`src/rtl/mux2_arbiter_if.sv`:
```
// Bundle between two producers, the mux2_arbiter and the shared downstream consumer.
// Under MUX2_ARB_STATS_EN the bundle also carries the per-requester grant counters.
interface mux2_arbiter_if #(
    parameter int unsigned W = 1
);
    logic [1:0]   req;
    logic [1:0]   last;
    logic [W-1:0] d0;
    logic [W-1:0] d1;
    logic         ready_in;
    logic         valid_out;
    logic [W-1:0] d_out;
    logic         sel;
    logic [1:0]   gnt;
    logic [1:0]   ack;
`ifdef MUX2_ARB_STATS_EN
    logic [15:0]  gnt_cnt0;
    logic [15:0]  gnt_cnt1;

    modport master (
        output req, last, d0, d1, ready_in,
        input  valid_out, d_out, sel, gnt, ack, gnt_cnt0, gnt_cnt1
    );
    modport slave (
        input  req, last, d0, d1, ready_in,
        output valid_out, d_out, sel, gnt, ack, gnt_cnt0, gnt_cnt1
    );
`else
    modport master (
        output req, last, d0, d1, ready_in,
        input  valid_out, d_out, sel, gnt, ack
    );
    modport slave (
        input  req, last, d0, d1, ready_in,
        output valid_out, d_out, sel, gnt, ack
    );
`endif
endinterface

```
`src/rtl/mux2_arbiter.sv`:
```
// Round-robin arbiter/sequencer owning the select of a shared 2:1 mux with forced rotation.
// Optional grant statistics are enabled with `define MUX2_ARB_STATS_EN.
module mux2_arbiter #(
    parameter int unsigned W         = 1,
    parameter int unsigned MAX_BURST = 4
) (
    input logic            clk,
    input logic            rst_n,
    mux2_arbiter_if.slave  arb_if
);
    localparam int unsigned CW = (MAX_BURST == 0) ? 1 : $clog2(MAX_BURST + 1);
    localparam logic [CW-1:0] CNT_LAST = CW'((MAX_BURST == 0) ? 0 : MAX_BURST - 1);

    typedef enum logic [1:0] {IDLE, OWN0, OWN1} state_e;

    state_e        state_q, state_d;
    logic          sel_q, sel_d;
    logic          prio_q, prio_d;
    logic [1:0]    gnt_q, gnt_d;
    logic [CW-1:0] cnt_q, cnt_d;
    logic          own_c;
    logic          cap_hit_c;
    logic          valid_c;
    logic          accept_c;
    logic          burst_end_c;
    logic [W-1:0]  d_mux_c;

    always_ff @(posedge clk or negedge rst_n) begin
        if (!rst_n) begin
            state_q <= IDLE;
            sel_q   <= 1'b0;
            prio_q  <= 1'b0;
            gnt_q   <= 2'b00;
            cnt_q   <= '0;
        end else begin
            state_q <= state_d;
            sel_q   <= sel_d;
            prio_q  <= prio_d;
            gnt_q   <= gnt_d;
            cnt_q   <= cnt_d;
        end
    end

    // In an OWN state sel already names the owner, so it doubles as the owner index.
    assign own_c     = sel_q;
    assign cap_hit_c = (MAX_BURST != 0) && (cnt_q == CNT_LAST);

    always_comb begin
        state_d     = state_q;
        sel_d       = sel_q;
        prio_d      = prio_q;
        cnt_d       = cnt_q;
        valid_c     = 1'b0;
        accept_c    = 1'b0;
        burst_end_c = 1'b0;
        unique case (state_q)
            IDLE: begin
                if (arb_if.req == 2'b11)  state_d = prio_q ? OWN1 : OWN0;
                else if (arb_if.req[0])   state_d = OWN0;
                else if (arb_if.req[1])   state_d = OWN1;
            end
            OWN0, OWN1: begin
                valid_c  = arb_if.req[own_c];
                accept_c = valid_c & arb_if.ready_in;
                if (!arb_if.req[own_c] || (accept_c && (arb_if.last[own_c] || cap_hit_c)))
                    burst_end_c = 1'b1;
                else if (accept_c)
                    cnt_d = cnt_q + CW'(1);
                // Hand over without a bubble; otherwise re-grant with a fresh count.
                if (burst_end_c) begin
                    prio_d = ~own_c;
                    cnt_d  = '0;
                    if (arb_if.req[~own_c])    state_d = own_c ? OWN0 : OWN1;
                    else if (arb_if.req[own_c]) state_d = own_c ? OWN1 : OWN0;
                    else                        state_d = IDLE;
                end
            end
            default: state_d = IDLE;
        endcase
        if (MAX_BURST == 0) cnt_d = '0;
        if (state_d == OWN0)      sel_d = 1'b0;
        else if (state_d == OWN1) sel_d = 1'b1;
        gnt_d = {state_d == OWN1, state_d == OWN0};
    end

    assign d_mux_c          = sel_q ? arb_if.d1 : arb_if.d0;
    assign arb_if.d_out     = d_mux_c;
    assign arb_if.valid_out = valid_c;
    assign arb_if.ack       = {accept_c & own_c, accept_c & ~own_c};
    assign arb_if.sel       = sel_q;
    assign arb_if.gnt       = gnt_q;

`ifdef MUX2_ARB_STATS_EN
    logic [15:0] gnt_cnt0_q, gnt_cnt1_q;
    logic        enter0_c, enter1_c;

    // Every entry into an OWN state counts, including a re-grant to the same owner.
    assign enter0_c = (state_d == OWN0) && ((state_q != OWN0) || burst_end_c);
    assign enter1_c = (state_d == OWN1) && ((state_q != OWN1) || burst_end_c);

    always_ff @(posedge clk or negedge rst_n) begin
        if (!rst_n) begin
            gnt_cnt0_q <= 16'h0000;
            gnt_cnt1_q <= 16'h0000;
        end else begin
            if (enter0_c && (gnt_cnt0_q != 16'hFFFF)) gnt_cnt0_q <= gnt_cnt0_q + 16'd1;
            if (enter1_c && (gnt_cnt1_q != 16'hFFFF)) gnt_cnt1_q <= gnt_cnt1_q + 16'd1;
        end
    end

    assign arb_if.gnt_cnt0 = gnt_cnt0_q;
    assign arb_if.gnt_cnt1 = gnt_cnt1_q;
`endif
endmodule

```
`src/flat_wrapper.sv`:
```
// flat-port wrapper written by rule: the top's interface ports become plain ports
module mux2_arbiter_flat 
#(
    parameter int unsigned W         = 1,
    parameter int unsigned MAX_BURST = 4
)
  (clk, rst_n, arb_if_req, arb_if_last, arb_if_d0, arb_if_d1, arb_if_ready_in, arb_if_valid_out, arb_if_d_out, arb_if_sel, arb_if_gnt, arb_if_ack);
  mux2_arbiter_if #(.W(W)) arb_if_i ();
  input logic clk;
  input logic rst_n;
  input wire logic [$bits(arb_if_i.req)-1:0] arb_if_req;
  input wire logic [$bits(arb_if_i.last)-1:0] arb_if_last;
  input wire logic [$bits(arb_if_i.d0)-1:0] arb_if_d0;
  input wire logic [$bits(arb_if_i.d1)-1:0] arb_if_d1;
  input wire logic [$bits(arb_if_i.ready_in)-1:0] arb_if_ready_in;
  output wire logic [$bits(arb_if_i.valid_out)-1:0] arb_if_valid_out;
  output wire logic [$bits(arb_if_i.d_out)-1:0] arb_if_d_out;
  output wire logic [$bits(arb_if_i.sel)-1:0] arb_if_sel;
  output wire logic [$bits(arb_if_i.gnt)-1:0] arb_if_gnt;
  output wire logic [$bits(arb_if_i.ack)-1:0] arb_if_ack;
  assign arb_if_i.req = arb_if_req;
  assign arb_if_i.last = arb_if_last;
  assign arb_if_i.d0 = arb_if_d0;
  assign arb_if_i.d1 = arb_if_d1;
  assign arb_if_i.ready_in = arb_if_ready_in;
  assign arb_if_valid_out = arb_if_i.valid_out;
  assign arb_if_d_out = arb_if_i.d_out;
  assign arb_if_sel = arb_if_i.sel;
  assign arb_if_gnt = arb_if_i.gnt;
  assign arb_if_ack = arb_if_i.ack;
  mux2_arbiter #(.W(W), .MAX_BURST(MAX_BURST)) u_core (.clk(clk), .rst_n(rst_n), .arb_if(arb_if_i));
endmodule
```
`config.mk`:
```
export PLATFORM = sky130hd
export DESIGN_NAME = mux2_arbiter_flat
export DESIGN_NICKNAME = d
export VERILOG_FILES = /design/src/rtl/mux2_arbiter_if.sv /design/src/rtl/mux2_arbiter.sv /design/src/flat_wrapper.sv
export SDC_FILE = /design/constraint.sdc
export NUM_CORES = 1
export LEC_CHECK = 0
export CAP_MARGIN = 20
export CORE_MARGIN = 8
export CORE_UTILIZATION = 40
export CTS_BUF_LIST = sky130_fd_sc_hd__clkbuf_8
export DETAILED_ROUTE_END_ITERATION = 8
export GPL_ROUTABILITY_DRIVEN = 0
export PLACE_DENSITY = 0.67
export SKIP_LAST_GASP = 1
export SYNTH_ARGS = -nofsm -noshare
export SYNTH_HDL_FRONTEND = slang
export SYNTH_SLANG_ARGS = --single-unit
export TNS_END_PERCENT = 1
```
`constraint.sdc`:
```
create_clock -name clk -period 4.02 [get_ports clk]
set_input_delay 0.402 -clock clk [delete_from_list [all_inputs] [get_ports clk]]
set_output_delay 0.402 -clock clk [all_outputs]
set_load 0.02 [all_outputs]
```
# ---- Word-level counts from Yosys, hierarchy flattened
# Index checks and enable logic that the tools add are counted.
dict set report totals {
  reg_bits 9
  latchBits 0
  ram_bits 0
  mem_bits_ro 0
  input_bits 9
  out_inout_bits 7
  elab_cells 55
  mem_count 0
}
dict set report op_classes {
  n_addsub 1
  n_mul 0
  div 0
  magnitude_cmp 2
  eq_ne 7
  n_shift 0
  muxes 26
  bitwise_logic 4
  reduce_logical 10
}
# operator n
set op_table {}
lappend op_table {{2-bit 2-to-1 mux} 9}
lappend op_table {{1-bit 2-to-1 mux} 13}
lappend op_table {{3-bit 2-to-1 mux} 3}
lappend op_table {{2-bit equality test (second input constant)} 3}
lappend op_table {{2-bit by 1-bit equality test with 1-bit output (second input constant)} 2}
lappend op_table {{1-bit by 2-bit less-than comparator with 1-bit output (second input constant)} 2}
lappend op_table {{2-bit one-hot mux with 2 select lines} 1}
lappend op_table {{2-bit nonzero test} 2}
lappend op_table {{3-bit by 1-bit adder with 3-bit output (second input constant)} 1}
lappend op_table {{1-bit AND} 3}
lappend op_table {{3-bit by 2-bit equality test with 1-bit output (second input constant)} 1}
lappend op_table {{3-bit AND reduction} 1}
lappend op_table {{2-bit logical NOT} 1}
lappend op_table {{1-bit logical OR} 2}
lappend op_table {{2-bit inequality test (second input constant)} 1}
lappend op_table {{2-bit AND reduction} 1}
lappend op_table {{2-bit OR reduction} 1}
lappend op_table {{1-bit logical AND} 1}
lappend op_table {{1-bit logical NOT} 1}
lappend op_table {{1-bit inverter} 1}

# ---- Longest topological paths before layout
dict set report logic_depth {
  depth_word 12
  ltp_mapped 8
  depth_no_buf 8
}

# ---- Worst setup path before layout
# Ideal clock, no wire load.
dict set report synth_timing {
  path_kind {reg2reg}
  from {reg u_core.cnt_q[0]}
  to {reg u_core.sel_q (netlist: u_core.arb_if.sel)}
  setup_time_ns 0.079
  t_arrival_ns 2.033
  required_time_ns 3.941
  setup_slack_ns 1.908
  path_stages_with_launch 9
  n_path_buf 0
  period_less_slack_ns 2.112
  path_cell_list {dfrtp_1 -> ha_1 -> ha_1 -> or4b_1 -> o41ai_1 -> a2111o_1 -> a21oi_1 -> ha_1 -> mux2i_1}
}
dict set report synth_via {
  elab_chain_cells 10
  word_cells_on_any_way 12
  classes_between {eq/ne: 3; mux: 5; reduce/logical: 4}
}
# item line_no
set synth_lines {}
lappend synth_lines {{start: declaration} mux2_arbiter.sv:20} ;# logic [CW-1:0] cnt_q, cnt_d;
lappend synth_lines {{start signal: assignment} mux2_arbiter.sv:40} ;# cnt_q <= cnt_d;
lappend synth_lines {{3-bit by 2-bit equality test with 1-bit output (*)} mux2_arbiter.sv:46} ;# assign cap_hit_c = (MAX_BURST != 0) && (cnt_q == CNT_LAST);
lappend synth_lines {{1-bit logical OR (*)} mux2_arbiter.sv:65} ;# if (!arb_if.req[own_c] || (accept_c && (arb_if.last[own_c] || cap_hit_c)))
lappend synth_lines {{1-bit logical AND (*)} mux2_arbiter.sv:65}
lappend synth_lines {{1-bit logical OR (*)} mux2_arbiter.sv:65}
lappend synth_lines {{1-bit 2-to-1 mux (*)} mux2_arbiter.sv:65}
lappend synth_lines {{1-bit 2-to-1 mux (*)} mux2_arbiter.sv:56} ;# unique case (state_q)
lappend synth_lines {{2-bit 2-to-1 mux (*)} mux2_arbiter.sv:70} ;# if (burst_end_c) begin
lappend synth_lines {{2-bit one-hot mux with 2 select lines (*)} mux2_arbiter.sv:56}
lappend synth_lines {{named net u_core.state_d[1]} mux2_arbiter.sv:16} ;# state_e state_q, state_d;
lappend synth_lines {{2-bit by 1-bit equality test with 1-bit output or 2-bit equality test (tied branches)} {mux2_arbiter.sv:81, mux2_arbiter.sv:82}}
lappend synth_lines {{1-bit 2-to-1 mux or 2-bit nonzero test (tied branches)} --}
lappend synth_lines {{end signal: assignment} mux2_arbiter.sv:37} ;# sel_q <= sel_d;
lappend synth_lines {{end: declaration} mux2_arbiter.sv:17} ;# logic sel_q, sel_d;
# The timed path passes the listed nets; every way through them passes the cells marked *. The select of a mux whose other input is x is not followed.
# A chain may end at the register's enable or synchronous reset.

# ---- Final worst setup path
dict set report layout_timing {
  from {in arb_if_req[0]}
  to {out arb_if_ack[1]}
}
dict set report layout_via {
  elab_chain_cells 5
}
# item line_no
set layout_lines {}
lappend layout_lines {{start: declaration} flat_wrapper.sv:11} ;# input wire logic [$bits(arb_if_i.req)-1:0] arb_if_req;
lappend layout_lines {{1-bit 2-to-1 mux (implied by the code) (2 in a row)} mux2_arbiter.sv:63} ;# valid_c = arb_if.req[own_c];
lappend layout_lines {{1-bit AND} mux2_arbiter.sv:64} ;# accept_c = valid_c & arb_if.ready_in;
lappend layout_lines {{1-bit 2-to-1 mux} mux2_arbiter.sv:56}
lappend layout_lines {{1-bit AND} mux2_arbiter.sv:89} ;# assign arb_if.ack = {accept_c & own_c, accept_c & ~own_c};
lappend layout_lines {{end: declaration} flat_wrapper.sv:20} ;# output wire logic [$bits(arb_if_i.ack)-1:0] arb_if_ack;
# No other way between the ends. The select of a mux whose other input is x is not followed.

==> qor.txt <==
status: finished clean
met2 WL: 684 um
Sink Count: 9
syn avg cell area: 9.775 um2
1st-iter DRT viols: 4
CP max FO: 8
sequential area share after synthesis: 36.00%
Max Clock Skew: 0.0003525 ns
post-synth top area share: 36.00%
setup ws final: 1.408 ns
Startpoint Class: input port
CTS hold repair buffers: 0
Final Slew Violations: 0
Vias: 558
pwr dens: 683.7 nW/um2
Reg area: 225.2 um2
Yosys Warn Count: 0
Starting Density: 42.02%
Worst-path clk slew: 0.04 ns
DP Worst Slack: 1.399 ns
Worst-Skew Late Latency: 0.23 ns
# rows: 14
n_diodes: 0
Met3 Routed Length: 64 um
vias in the first global route: 583
core region area: 1489 um2
Unique masters post-synth: 26
Top Layer Used: met4
worst hold slack: 0.4694 ns
worst endpoint data arrival time: 2.21 ns
# setup viols final: 0
P_leak: 0.3695 nW
die area: 3085 um2
WL met1: 642 um
Critical-path top delay cell: clkdlybuf4s50_1
area occupied by multi-input gates: 359.1 um2
critical path class: input port to output port
I/O Buffers: 15
fin crit share: 64.98%
CTS root buf: clkbuf_8
Avg Vias per Cell: 5.694
CP cell instances: clkdlybuf4s50_1 > mux2i_4 > nor2_1 > and3_2 > clkdlybuf4s50_1
Synth Net Count: 80
Nets: 99
largest cells by area after synthesis: dfrtp_1, ha_1, o21ai_0
overall routing resource usage: 9.541%
IO Count: 16
Syn Std Cell Area: 625.6 um2
max_cap viols: 0
cell family with most CP delay: buffers and inverters
worst reg2reg setup slack: 1.75 ns
Post-Route Setup TNS: 0 ns
die width: 55.55 um
htree depth: 1
type of element capturing the critical path: output port
post-synth top area cell: dfrtp_1
Overflow after GRT: 0
first-pass GRT wire length: 2449 um
Rel. slew slack: 65.62%
maximum vdd drop: 427.8 uV
Worst Max-Slew Pin Slew: 0.5091 ns
Hold Violations, Final: 0
Critical path buffers and inverters: 2
PostCTS Resize Cnt: 0
CTS Buf Count: 3
Final Non-Filler Cells: 98
Final Critical Period: 2.612 ns
Setup Buffers After CTS: 0
Syn Inst Count: 64
Max clock buf depth: 2
HPWL after DPL: 1153 um
DRC: 0
largest net degree at the start of global routing: 12
Routed Wire Length: 1400 um
Tightest Hold Check Type: input port to async pin
Routed Antenna Nets: 0
area grow syn2layout: 32.60%
placed cell area: 784.5 um2
CTS tree: built
first drt pass iteration count: 4
CP most frequent cell: clkdlybuf4s50_1
CP peak stage delay: 0.64 ns
Cells after DPL: 94
die height: 55.55 um
initial antenna violation count: 0
RSZ-0062 raised after global routing: no
Worst EP required: 3.62 ns
post-layout instance area: 829.5 um2
WL/cell: 14.29 um
layout cell share with drive strength beyond 1: 9.756%
Fill cells: 136
Seq cells post-synth: 9
Max Freq: 0.3828 GHz
-- cell type report --
cell class / count / share of cell area [%]
Clock inverter: 1 / 0.4525
Timing Repair Buffer: 15 / 18.10
Tap cell: 16 / 2.413
Sequential cell: 9 / 27.15
Inverter: 8 / 3.620
Clock buffer: 3 / 4.977
Multi-Input combinational cell: 46 / 43.29
-- cell families after synthesis --
logic type,after synthesis,synth area share (%)
buf+inv,9,6.600
flops,9,36.00
simple gates,14,12.00
compound gates,21,22.60
fa+ha+maj,7,14.00
mux,4,8.800
-- synthesized netlist by cell type, drive strengths merged --
library cell,number
a32oi,2
a21o,1
mux2,2
o41ai,1
o31a,1
a21oi,4
mux2i,2
o31ai,2
o2bb2ai,1
nand3,2
inv,8
dfrtp,9
buf,1
a2111o,1
nor2,3
or4b,1
nor3,1
ha,7
nor4,1
and3,2
nand2,3
o21ai,8
or2b,1
-- routing by layer --
metal,vias to the layer above,GRT usage [%]
met1,270,10.96
met4,0,4.930
li1,273,-
met3,2,3.881
met2,13,14.74
met5,-,0
-- flip-flops by register name (all words and copies together) (netlist names) --
register	count
u_core.prio_q	1
u_core.state_q	2
u_core.cnt_q	3
u_core.arb_if.sel	1
u_core.arb_if.gnt	2
-- layout by cell type, fill, tap and decap left out, types with 2 or more instances in the layout --
cell type        instances
dfrtp_1                  9
clkbuf_8                 3
ha_1                     7
a21oi_1                  4
inv_1                    9
clkdlybuf4s50_1         15
o21ai_0                  7
a32oi_1                  2
nand2_1                  3
nand3_1                  2
o31ai_1                  2
nor2_1                   3
mux2_2                   2
-- worst reg2reg max path: cells and delay by family, from the launching register on --
kind            cells  cell delay [ns]
fa+ha+maj           3             0.74
simple gates        1             0.48
flops               1             0.39
compound gates      3             0.41
mux                 1             0.17
-- where the power goes --
part	switching (mW)	internal [mW]	total, mW	leakage (nW)
Sequential	0.0328	0.124	0.157	0.116
Clock	0.0330	0.0663	0.0993	0.0269
Combinational	0.167	0.144	0.311	0.227
-- final timing paths --
path,startpoint,endpoint,cells past startpoint
hold reg to reg,u_core.cnt_q[2],u_core.cnt_q[2],2
setup / recovery,arb_if_req[0],arb_if_ack[1],5
setup reg to reg,u_core.cnt_q[0],u_core.arb_if.sel,8
hold / removal,rst_n,u_core.arb_if.gnt[0],1
max in group asynchronous,rst_n,u_core.cnt_q[0],1
min in group clk,u_core.cnt_q[2],u_core.cnt_q[2],2
-- per-stage QoR --
| stage | util (%) | total power [mW] |
|---|---|---|
| floorplan | - | 0.3714 |
| finish | 55.71 | 0.5671 |
| global placement | 52.69 | 0.4645 |
| global route | 55.71 | 0.6266 |
| CTS | 55.71 | 0.5756 |
| detailed placement | 52.69 | 0.4704 |
Note: power is estimated with default switching activity, not from simulation.
